[config.mk]
export PLATFORM = sky130hd
export DESIGN_NAME = pdp8_tt_fifo
export DESIGN_NICKNAME = d
export VERILOG_FILES = /design/src/rtl/pdp8_tt_fifo.sv
export SDC_FILE = /design/constraint.sdc
export NUM_CORES = 1
export LEC_CHECK = 0
export CORE_ASPECT_RATIO = 1.1
export CORE_MARGIN = 5
export CORE_UTILIZATION = 35
export CTS_CLUSTER_DIAMETER = 40
export DETAILED_ROUTE_END_ITERATION = 6
export SKIP_LAST_GASP = 1
export SLEW_MARGIN = 30
export SYNTH_ARGS = -nofsm -noshare
export SYNTH_HDL_FRONTEND = slang
export SYNTH_SLANG_ARGS = --single-unit
[constraint.sdc]
create_clock -name clk -period 4.2 [get_ports clk]
set_clock_uncertainty 0.05 [all_clocks]
set_input_delay 0.84 -clock clk [delete_from_list [all_inputs] [get_ports clk]]
set_output_delay 0.84 -clock clk [all_outputs]
set_load 0.03 [all_outputs]
[src/rtl/pdp8_tt_fifo.sv]
// ============================================================================
// Module   : pdp8_tt_fifo
// Purpose  : Buffered PDP-8 console IOT device with RX/TX byte FIFOs.
//            Define TT_KIE_EN to add the KIE/TSK interrupt-enable codes.
// Revision : 1.0 - initial release
// ============================================================================
`default_nettype none

module pdp8_tt_fifo #(
    parameter logic [5:0] TTI_DEV    = 6'o03,
    parameter logic [5:0] TTO_DEV    = 6'o04,
    parameter int         DEPTH_LOG2 = 3
) (
    input  logic        clk,
    input  logic        reset_n,
    input  logic        iot,
    input  logic [3:0]  state,
    input  logic [11:0] mb,
    input  logic [5:0]  io_select,
    input  logic [11:0] io_data_in,
    output logic [11:0] io_data_out,
    output logic        io_selected,
    output logic        io_data_avail,
    output logic        io_skip,
    output logic        io_interrupt,
    input  logic [7:0]  rx_data,
    input  logic        rx_valid,
    output logic        rx_ready,
    output logic [7:0]  tx_data,
    output logic        tx_valid,
    input  logic        tx_ready,
    output logic        tx_overrun
);

    localparam int                  c_ENTRIES = 1 << DEPTH_LOG2;
    localparam logic [DEPTH_LOG2:0] c_DEPTH   = {1'b1, {DEPTH_LOG2{1'b0}}};
    localparam logic [DEPTH_LOG2:0] c_CNT_ONE = 1;
    localparam logic [DEPTH_LOG2-1:0] c_PTR_ONE = 1;
    localparam logic [3:0]          c_F1      = 4'b0001;

    logic w_act, w_tti, w_tto, w_kie, w_tsk, w_ie;
    logic w_unused;

    assign w_act    = iot && (state == c_F1);
    assign w_tti    = w_act && (io_select == TTI_DEV);
    assign w_tto    = w_act && (io_select == TTO_DEV);
    assign w_unused = ^mb[11:3];

`ifdef TT_KIE_EN
    logic ie_q;
    assign w_kie = w_tti && (mb[2:0] == 3'b101);
    assign w_tsk = w_tto && (mb[2:0] == 3'b101);
    assign w_ie  = ie_q;

    always_ff @(posedge clk or negedge reset_n) begin
        if (!reset_n)   ie_q <= 1'b1;
        else if (w_kie) ie_q <= io_data_in[0];
    end
`else
    assign w_kie = 1'b0;
    assign w_tsk = 1'b0;
    assign w_ie  = 1'b1;
`endif

    // ---------------- RX FIFO (UART -> CPU) ----------------
    logic [7:0]            rx_mem_q [c_ENTRIES];
    logic [DEPTH_LOG2-1:0] rx_wr_q, rx_rd_q;
    logic [DEPTH_LOG2:0]   rx_cnt_q, rx_cnt_d;
    logic                  w_rx_full, w_rx_flag, w_rx_push, w_rx_pop;

    assign w_rx_full = (rx_cnt_q == c_DEPTH);
    assign w_rx_flag = (rx_cnt_q != '0);
    assign rx_ready  = !w_rx_full;
    assign w_rx_push = rx_valid && !w_rx_full;
    assign w_rx_pop  = w_tti && mb[1] && w_rx_flag;

    always_comb begin
        rx_cnt_d = rx_cnt_q;
        case ({w_rx_push, w_rx_pop})
            2'b10:   rx_cnt_d = rx_cnt_q + c_CNT_ONE;
            2'b01:   rx_cnt_d = rx_cnt_q - c_CNT_ONE;
            default: rx_cnt_d = rx_cnt_q;
        endcase
    end

    always_ff @(posedge clk or negedge reset_n) begin
        if (!reset_n) begin
            rx_wr_q  <= '0;
            rx_rd_q  <= '0;
            rx_cnt_q <= '0;
        end else begin
            if (w_rx_push) rx_wr_q <= rx_wr_q + c_PTR_ONE;
            if (w_rx_pop)  rx_rd_q <= rx_rd_q + c_PTR_ONE;
            rx_cnt_q <= rx_cnt_d;
        end
    end

    always_ff @(posedge clk) begin
        if (w_rx_push) rx_mem_q[rx_wr_q] <= rx_data;
    end

    // ---------------- TX FIFO (CPU -> UART) ----------------
    logic [7:0]            tx_mem_q [c_ENTRIES];
    logic [DEPTH_LOG2-1:0] tx_wr_q, tx_rd_q;
    logic [DEPTH_LOG2:0]   tx_cnt_q, tx_cnt_d;
    logic                  tx_flag_q, tx_flag_d, tx_ovr_q;
    logic                  w_tx_full, w_tpc, w_tx_push, w_tx_pop;

    assign w_tx_full = (tx_cnt_q == c_DEPTH);
    assign tx_valid  = (tx_cnt_q != '0);
    assign tx_data   = tx_mem_q[tx_rd_q];
    assign w_tx_pop  = tx_valid && tx_ready;
    assign w_tpc     = w_tto && mb[2] && !w_tsk;
    // A pop on the same edge frees the slot, so a full FIFO can still accept.
    assign w_tx_push = w_tpc && (!w_tx_full || w_tx_pop);

    always_comb begin
        tx_cnt_d = tx_cnt_q;
        case ({w_tx_push, w_tx_pop})
            2'b10:   tx_cnt_d = tx_cnt_q + c_CNT_ONE;
            2'b01:   tx_cnt_d = tx_cnt_q - c_CNT_ONE;
            default: tx_cnt_d = tx_cnt_q;
        endcase
        tx_flag_d = tx_flag_q;
        if (w_tx_pop) tx_flag_d = 1'b1;
        // TCF overrides a same-edge pop; TLS recomputes from post-push occupancy.
        if (w_tto && mb[1]) tx_flag_d = mb[2] ? (tx_cnt_d != c_DEPTH) : 1'b0;
    end

    always_ff @(posedge clk or negedge reset_n) begin
        if (!reset_n) begin
            tx_wr_q   <= '0;
            tx_rd_q   <= '0;
            tx_cnt_q  <= '0;
            tx_flag_q <= 1'b1;
            tx_ovr_q  <= 1'b0;
        end else begin
            if (w_tx_push) tx_wr_q <= tx_wr_q + c_PTR_ONE;
            if (w_tx_pop)  tx_rd_q <= tx_rd_q + c_PTR_ONE;
            if (w_tpc && !w_tx_push) tx_ovr_q <= 1'b1;
            tx_cnt_q  <= tx_cnt_d;
            tx_flag_q <= tx_flag_d;
        end
    end

    always_ff @(posedge clk) begin
        if (w_tx_push) tx_mem_q[tx_wr_q] <= io_data_in[7:0];
    end

    assign tx_overrun    = tx_ovr_q;
    assign io_data_avail = 1'b1;
    assign io_interrupt  = w_ie && (w_rx_flag || tx_flag_q);

    // ---------------- IOT response ----------------
    always_comb begin
        io_skip     = 1'b0;
        io_selected = 1'b0;
        io_data_out = io_data_in;
        if (w_tti) begin
            io_selected = 1'b1;
            if (!w_kie) begin
                io_skip     = mb[0] && w_rx_flag;
                io_data_out = mb[2] ? {4'b0000, rx_mem_q[rx_rd_q]} : 12'o0000;
            end
        end else if (w_tto) begin
            io_selected = 1'b1;
            io_skip     = w_tsk ? (w_rx_flag || tx_flag_q) : (mb[0] && tx_flag_q);
        end
    end

endmodule

`default_nettype wire

==> results.cfg, run 1 <==
[timing]
rsz0062_at_grt = false
worst_pin_slew_ns = 0.928
hold_viol = 0
layout_setup_ws_ns = 0.213
finalCritPeriodShare_pct = 94.9
slew_headroom_pct = 37.9
setup_viol = 0
fin_crit_ns = 3.99
drv_slew = 0
setup-tns-final_ns = 0
max_freq_mhz = 251

[die]
die_w_um = 138
die_y_um = 151
core-area_sq_um = 17700
rows = 51
boundaryPins = 74
dieArea_sq_um = 20800
initial_core_util_pct = 35.5

[synth]
synth_area_per_cell_sq_um = 18.1
yosysSeqAreaShare_pct = 69.7
synthFlopType = edfxtp_1
synth_top_area_share_pct = 61.0
synth_top_family_by_area = multiplexers
synth_area_leader_cell = edfxtp_1
ys.warnings.count = 0
yosys.area_share.simple_pct = 6.83
synth.net_count = 407
synth_edf_count = 128
synth-compound-area-share_pct = 2.08
synth_fa_ha_area_share_pct = 2.30
syn_area_sq_um = 6300
synthMuxAreaShare_pct = 15.2
synthMostInstantiatedCell = edfxtp_1
synth_xor_area_share_pct = 2.50
synth.area.top_cells = edfxtp_1 61%, mux4_2 11%, dfrtp_1 8.3%
ys_ff_latch = 150
ys_async_sr_fraction_pct = 14.7
ys_types = 46
netlist_top_cells_count = 128 x edfxtp_1, 32 x mux4_2, 21 x dfrtp_1
syn_inst = 349

[worst_setup_path]
worstSetupPathType = in -> out
r2r-end = rx_cnt_q[3]
crit_fanout = 5
cp_cell_sequence = clkdlybuf4s50_1, or3_4, or2_1, nor2_1, nand2_1, o21ai_1, clkdlybuf4s50_1
slowest_delay_ns = 0.70
cp.arrival_ns = 3.10
cp_common_cell = clkdlybuf4s50_1
cp-start-kind = input port
ff2ff_path_depth = 9
cp_slowest_cell = clkdlybuf4s50_1
rr_startpoint = rx_cnt_q[0]
r2r_slack_ns = 1.49
worstSetupStartpoint = io_select[3]
cp.required_ns = 3.31
end_kind = output pin

[place]
post-place-ws_ns = 0.145
placed_cells = 655
dp_hpwl_um = 8350
port_buffers = 63
gp_congestion = 0.726
place_area_sq_um = 7330

[clocking]
root_buffer = clkbuf_16
path_clk_slew_ns = 0.06
post-cts-setup-buffer-count = 0
cts.sinks = 150
cts.path.max_buffers = 2
ctsHoldBuffers = 0
numCtsBuffers = 17
cts_tree = yes
htreeDepth = 4
cts_resized = 0
insertion_delay_ns = 0.41

[global_routing]
grt_pass1_wl_um = 19300
grt_pass1_vias = 3509
gr-usage-all-layers_pct = 12.8
antenna_found_initial = 0
grt_remaining_overflow = 0
grt_max_degree = 23

[drt]
vias = 3286
antenna_left = 0
drc = 0
totalWireLength_um = 12200
viasPerCell = 4.80
initialDrtViolationCount = 171
first_pass_iters = 4
wire_per_inst_um = 17.8

[finish]
nets = 494
area_growth_pct = 24.3
drive_gt1_share_pct = 22.9
fillCellCount = 1609
final_util_pct = 44.2
diodes = 0
final_area_sq_um = 7840
finalNonFillerCells = 684

[job]
max_cap_viol_count = 0

[power]
ir_drop_mv = 0.298
powerDensity_nw_per_um2 = 546
p_leak_nw = 2.65

[hold_path]
hold_path.class = in -> async

[run_status]
status = finished clean
[metrics by stage]
step,hold slack [ns],power (mW)
after floorplan,0.414,2.65
after global placement,0.415,2.99
after detailed placement,0.426,3.02
after CTS,0.360,4.34
after global routing,0.382,4.51
final,0.358,4.28
[state kept, by name, indices dropped and copies added, names as in the netlist]
register and count:
tx_cnt_q 4, tx_wr_q 3, rx_cnt_q 4, tx_rd_q 3, tx_flag_q 1, rx_mem_q 64
rx_wr_q 3, tx_mem_q 64, tx_overrun 1, rx_rd_q 3
[power breakdown]
group / switching [mW] / internal (mW) / total [mW]
combinational: 0.499 / 0.515 / 1.01
clock: 0.569 / 0.744 / 1.31
sequential: 0.165 / 1.79 / 1.95
total: 1.23 / 3.05 / 4.28
[per-layer routing]
metal  vias up  part of all wire [%]  GRT usage (%)
li1       1541                     -              -
met1      1674                    41           15.4
met2        54                    53           21.8
met3        17                   4.3           3.74
met4         0                   1.8           4.89
met5         -                     0              0
[cell families after synthesis]
logic type / count (synthesis)
buffers and inverters: 20
and+or+nand+nor: 73
xor gates and xnor gates: 18
DFF: 150
adders and majority gates: 11
other: 1
AOI/OAI and AO/OA: 22
muxes: 54
[how the worst max path moves through the flow]
| stage | slack (ns) | end | cells after the start |
|---|---|---|---|
| 3_5_place_dp | 0.15 | io_data_out[2] | 7 |
| 2_1_floorplan | 0.94 | rx_cnt_q[3] | 10 |
| 3_3_place_gp | 0.18 | io_data_out[2] | 7 |
| 4_1_cts | 0.14 | io_data_out[2] | 7 |
| 5_1_grt | 0.11 | io_data_out[2] | 7 |
| 6_report | 0.21 | io_data_out[2] | 7 |
[placed cells by master (no fill, tap or decap), types with 2 or more instances in the layout]
| master | netlist | final |
|---|---|---|
| nand2b_1 | 7 | 7 |
| dfrtp_1 | 21 | 21 |
| a31oi_1 | 3 | 3 |
| nor2_1 | 14 | 14 |
| edfxtp_1 | 128 | 128 |
| xnor2_1 | 9 | 9 |
| o21ai_1 | 9 | 9 |
| clkinv_2 | 0 | 5 |
| mux2_2 | 9 | 9 |
| inv_1 | 7 | 7 |
| clkinvlp_4 | 0 | 2 |
| or2_1 | 2 | 2 |
| nand2_1 | 18 | 18 |
| buf_4 | 1 | 20 |
| nand3_1 | 3 | 3 |
| o21ai_0 | 2 | 2 |
| and2_1 | 4 | 4 |
| buf_12 | 0 | 2 |
| ha_1 | 10 | 10 |
| clkdlybuf4s50_1 | 0 | 58 |
| nor4_1 | 3 | 3 |
| mux2_1 | 4 | 4 |
| clkinv_4 | 0 | 2 |
| mux2i_1 | 9 | 9 |
| a21oi_1 | 3 | 3 |
| inv_6 | 0 | 3 |
| xor2_1 | 9 | 9 |
| nor3_2 | 1 | 2 |
| nand3b_1 | 2 | 2 |
| mux4_2 | 32 | 32 |
| clkbuf_16 | 0 | 17 |
| nor3_1 | 9 | 8 |
[cell type report]
type / count / area (sq um) / area share [%]
Clock inverter: 12 / 83.8 / 1.07
Timing Repair Buffer: 81 / 776 / 9.90
Clock buffer: 17 / 425 / 5.43
Multi-Input combinational cell: 179 / 1830 / 23.4
Tap cell: 238 / 298 / 3.80
Sequential cell: 150 / 4400 / 56.1
Inverter: 7 / 26.3 / 0.335
[critical path: cells and delay by family]
family          cells  cell delay [ns]
buf+inv             2             1.10
simple gates        4             0.94
compound gates      1             0.22
(Power assumes the default switching activity.)
==> inputs of run 2 (changes only) <==
--- a/config.mk
+++ b/config.mk
@@ -5,6 +5,7 @@
 export SDC_FILE = /design/constraint.sdc
 export NUM_CORES = 1
 export LEC_CHECK = 0
+export ABC_AREA = 1
 export CORE_ASPECT_RATIO = 1.1
 export CORE_MARGIN = 5
 export CORE_UTILIZATION = 35
==> constraint.sdc (replaced) <==
create_clock -name clk -period 4.2 [get_ports clk]
set_clock_uncertainty 0.05 [all_clocks]
set_input_delay 1.26 -clock clk [delete_from_list [all_inputs] [get_ports clk]]
set_output_delay 1.26 -clock clk [all_outputs]
set_load 0.03 [all_outputs]
==> run 2 against run 1 <==
Maximum frequency fell by 3.4%. Routed wire length rose by 15%. Hold slack improved by 0.068 ns. Global-route usage rose by 0.64 points. Design area rose by 4.4%. Critical path depth rose by 1. First-iteration DRC count rose by 41%.
==> results.cfg, run 2 <==
[worst_setup_path]
end_kind = output pin
worstSetupEndpoint = io_data_out[6]
worstSetupStartpoint = io_select[0]
worstSetupPathType = in -> out
cp_top_family = simple AND/OR/NAND/NOR gates
r2r-end = tx_flag_q
cp_num_buf_inv = 3
crit_fanout = 8
slowest_delay_ns = 0.48
cp.required_ns = 2.89
cp.depth = 8
rr_startpoint = tx_cnt_q[0]
cp_slowest_cell = clkdlybuf4s50_1
ff2ff_path_depth = 17
r2r_slack_ns = 1.55
cp_cell_sequence = clkdlybuf4s50_1, nand4_1, nor2_4, inv_4, nor2_8, o211ai_1, nand2_1, buf_6
cp.arrival_ns = 2.82
cp-start-kind = input port

[finish]
area_growth_pct = 25.4
layout_commonest_cell = edfxtp_1
reg_top3 = rx_mem_q (64), tx_mem_q (64)
final_util_pct = 44.6
final_cell_mix = 128 x edfxtp_1, 121 x nor2_1, 96 x nand2_1
nets = 722
diodes = 0
final_area_sq_um = 8180
drive_gt1_share_pct = 13.3

[synth]
yosysSeqAreaShare_pct = 67.4
syn_area_sq_um = 6530
synth_edf_count = 128
ys_async_sr_fraction_pct = 14.7
ys_types = 41
netlist_top_cells_count = 128 x edfxtp_1, 121 x nor2_1, 96 x nand2_1
ys.warnings.count = 0
synth.area.top_cells = edfxtp_1 59%, dfrtp_1 8.1%, nor2_1 7.0%
synth_top_area_share_pct = 58.9
syn_inst = 575
synth_area_leader_cell = edfxtp_1
synthFlopType = edfxtp_1
synth_area_per_cell_sq_um = 11.4
synthMostInstantiatedCell = edfxtp_1
ys_ff_latch = 150
synth.net_count = 633

[clocking]
htreeDepth = 4
cts_tree = yes
cts.sinks = 150
path_clk_slew_ns = 0.06
numCtsBuffers = 17
cts.path.max_buffers = 2
root_buffer = clkbuf_16
insertion_delay_ns = 0.41

[die]
boundaryPins = 74
rows = 52
core-area_sq_um = 18300
die_w_um = 140
initial_core_util_pct = 35.6
dieArea_sq_um = 21500
die_y_um = 153

[drt]
initialDrtViolationCount = 241
first_pass_iters = 5
vias = 4379
viasPerCell = 4.77
wire_per_inst_um = 15.3
totalWireLength_um = 14100
drc = 0
antenna_left = 0

[timing]
rsz0062_at_grt = false
fin_crit_ns = 4.13
layout_setup_ws_ns = 0.0727
slew_headroom_pct = 54.3
hold_viol = 0
finalCritPeriodShare_pct = 98.3
setup_viol = 0
max_freq_mhz = 242
worst_pin_slew_ns = 0.686
whs_ns = 0.426
drv_slew = 0

[place]
dp_hpwl_um = 9580
place_area_sq_um = 7550
port_buffers = 63
post-place-ws_ns = -0.0953
gp_congestion = 0.748

[job]
max_cap_viol_count = 0

[hold_path]
hold_path.class = reg -> reg

[global_routing]
grt_pass1_vias = 4427
antenna_found_initial = 0
grt_pass1_wl_um = 22700
grt_max_degree = 35
grt_remaining_overflow = 0
gr-usage-all-layers_pct = 13.5

[run_status]
status = finished clean

[power]
powerDensity_nw_per_um2 = 568
ir_drop_mv = 0.300
p_leak_nw = 3.05
## run 2: cell types whose count changed after synthesis, moves of 18 or more
cell,change
mux4_2,-32
inv_1,+18
nand2_1,+78
nor2_1,+107
o21ai_0,+54
## run 2: cells by family after synthesis
logic type               synth area share [%]
other                                  0.0575
AND/OR/NAND/NOR                          16.2
multiplexers                            0.173
AO/OA/AOI/OAI                            9.20
buffers and inverters                    3.18
flip-flops                               67.4
adder cells (fa/ha/maj)                  2.22
XOR/XNOR                                 1.61
## run 2: metrics by stage
step                      setup TNS, ns  power [mW]  instances
after floorplan                       0        2.72        575
after global placement           -0.189        3.15        883
after detailed placement         -0.606        3.20        883
after CTS                      -0.00670        4.69        918
after global routing                  0        4.90        918
final                                 0        4.64        918
## run 2: area by class of cell
cell class	instances	area, sq um
Tap cell	243	304
Inverter	31	121
Clock inverter	12	153
Clock buffer	18	429
Multi-Input combinational cell	372	1920
Fill cell	1702	10200
Sequential cell	150	4400
Timing Repair Buffer	92	856
## run 2: worst min-delay path by stage
| stage | endpoint | cells after the start | start | slack [ns] |
|---|---|---|---|---|
| finish | tx_overrun | 1 | tx_overrun | 0.43 |
| detailed placement | tx_overrun | 1 | tx_overrun | 0.42 |
| global placement | tx_overrun | 1 | tx_overrun | 0.41 |
| floorplan | rx_cnt_q[0] | 1 | rx_cnt_q[0] | 0.42 |
| CTS | tx_overrun | 1 | tx_overrun | 0.43 |
| global route | tx_overrun | 1 | tx_overrun | 0.46 |
## run 2: where the power goes
part	internal [mW]	total, mW	switching, mW	leakage, nW
registers	1.78	1.91	0.133	1.42
clock network	0.926	1.49	0.562	0.278
logic	0.484	1.24	0.758	1.35
total	3.19	4.64	1.45	3.05
## run 2: routing by layer
metal,wire (um),up-vias,share of wire [%],global-route usage (%)
li1,-,2180,-,-
met1,5840,2111,42,15.9
met2,7500,72,53,23.6
met3,495,16,3.5,3.50
met4,216,0,1.5,5.08
met5,0,-,0,0
## run 2: repair_timing
item                       4_1_cts  5_1_grt
setup endpoints to repair       12        8
pin swaps                        9        5
hold buffers                     0        0
resized for setup               10        2
buffers inserted                 5        0
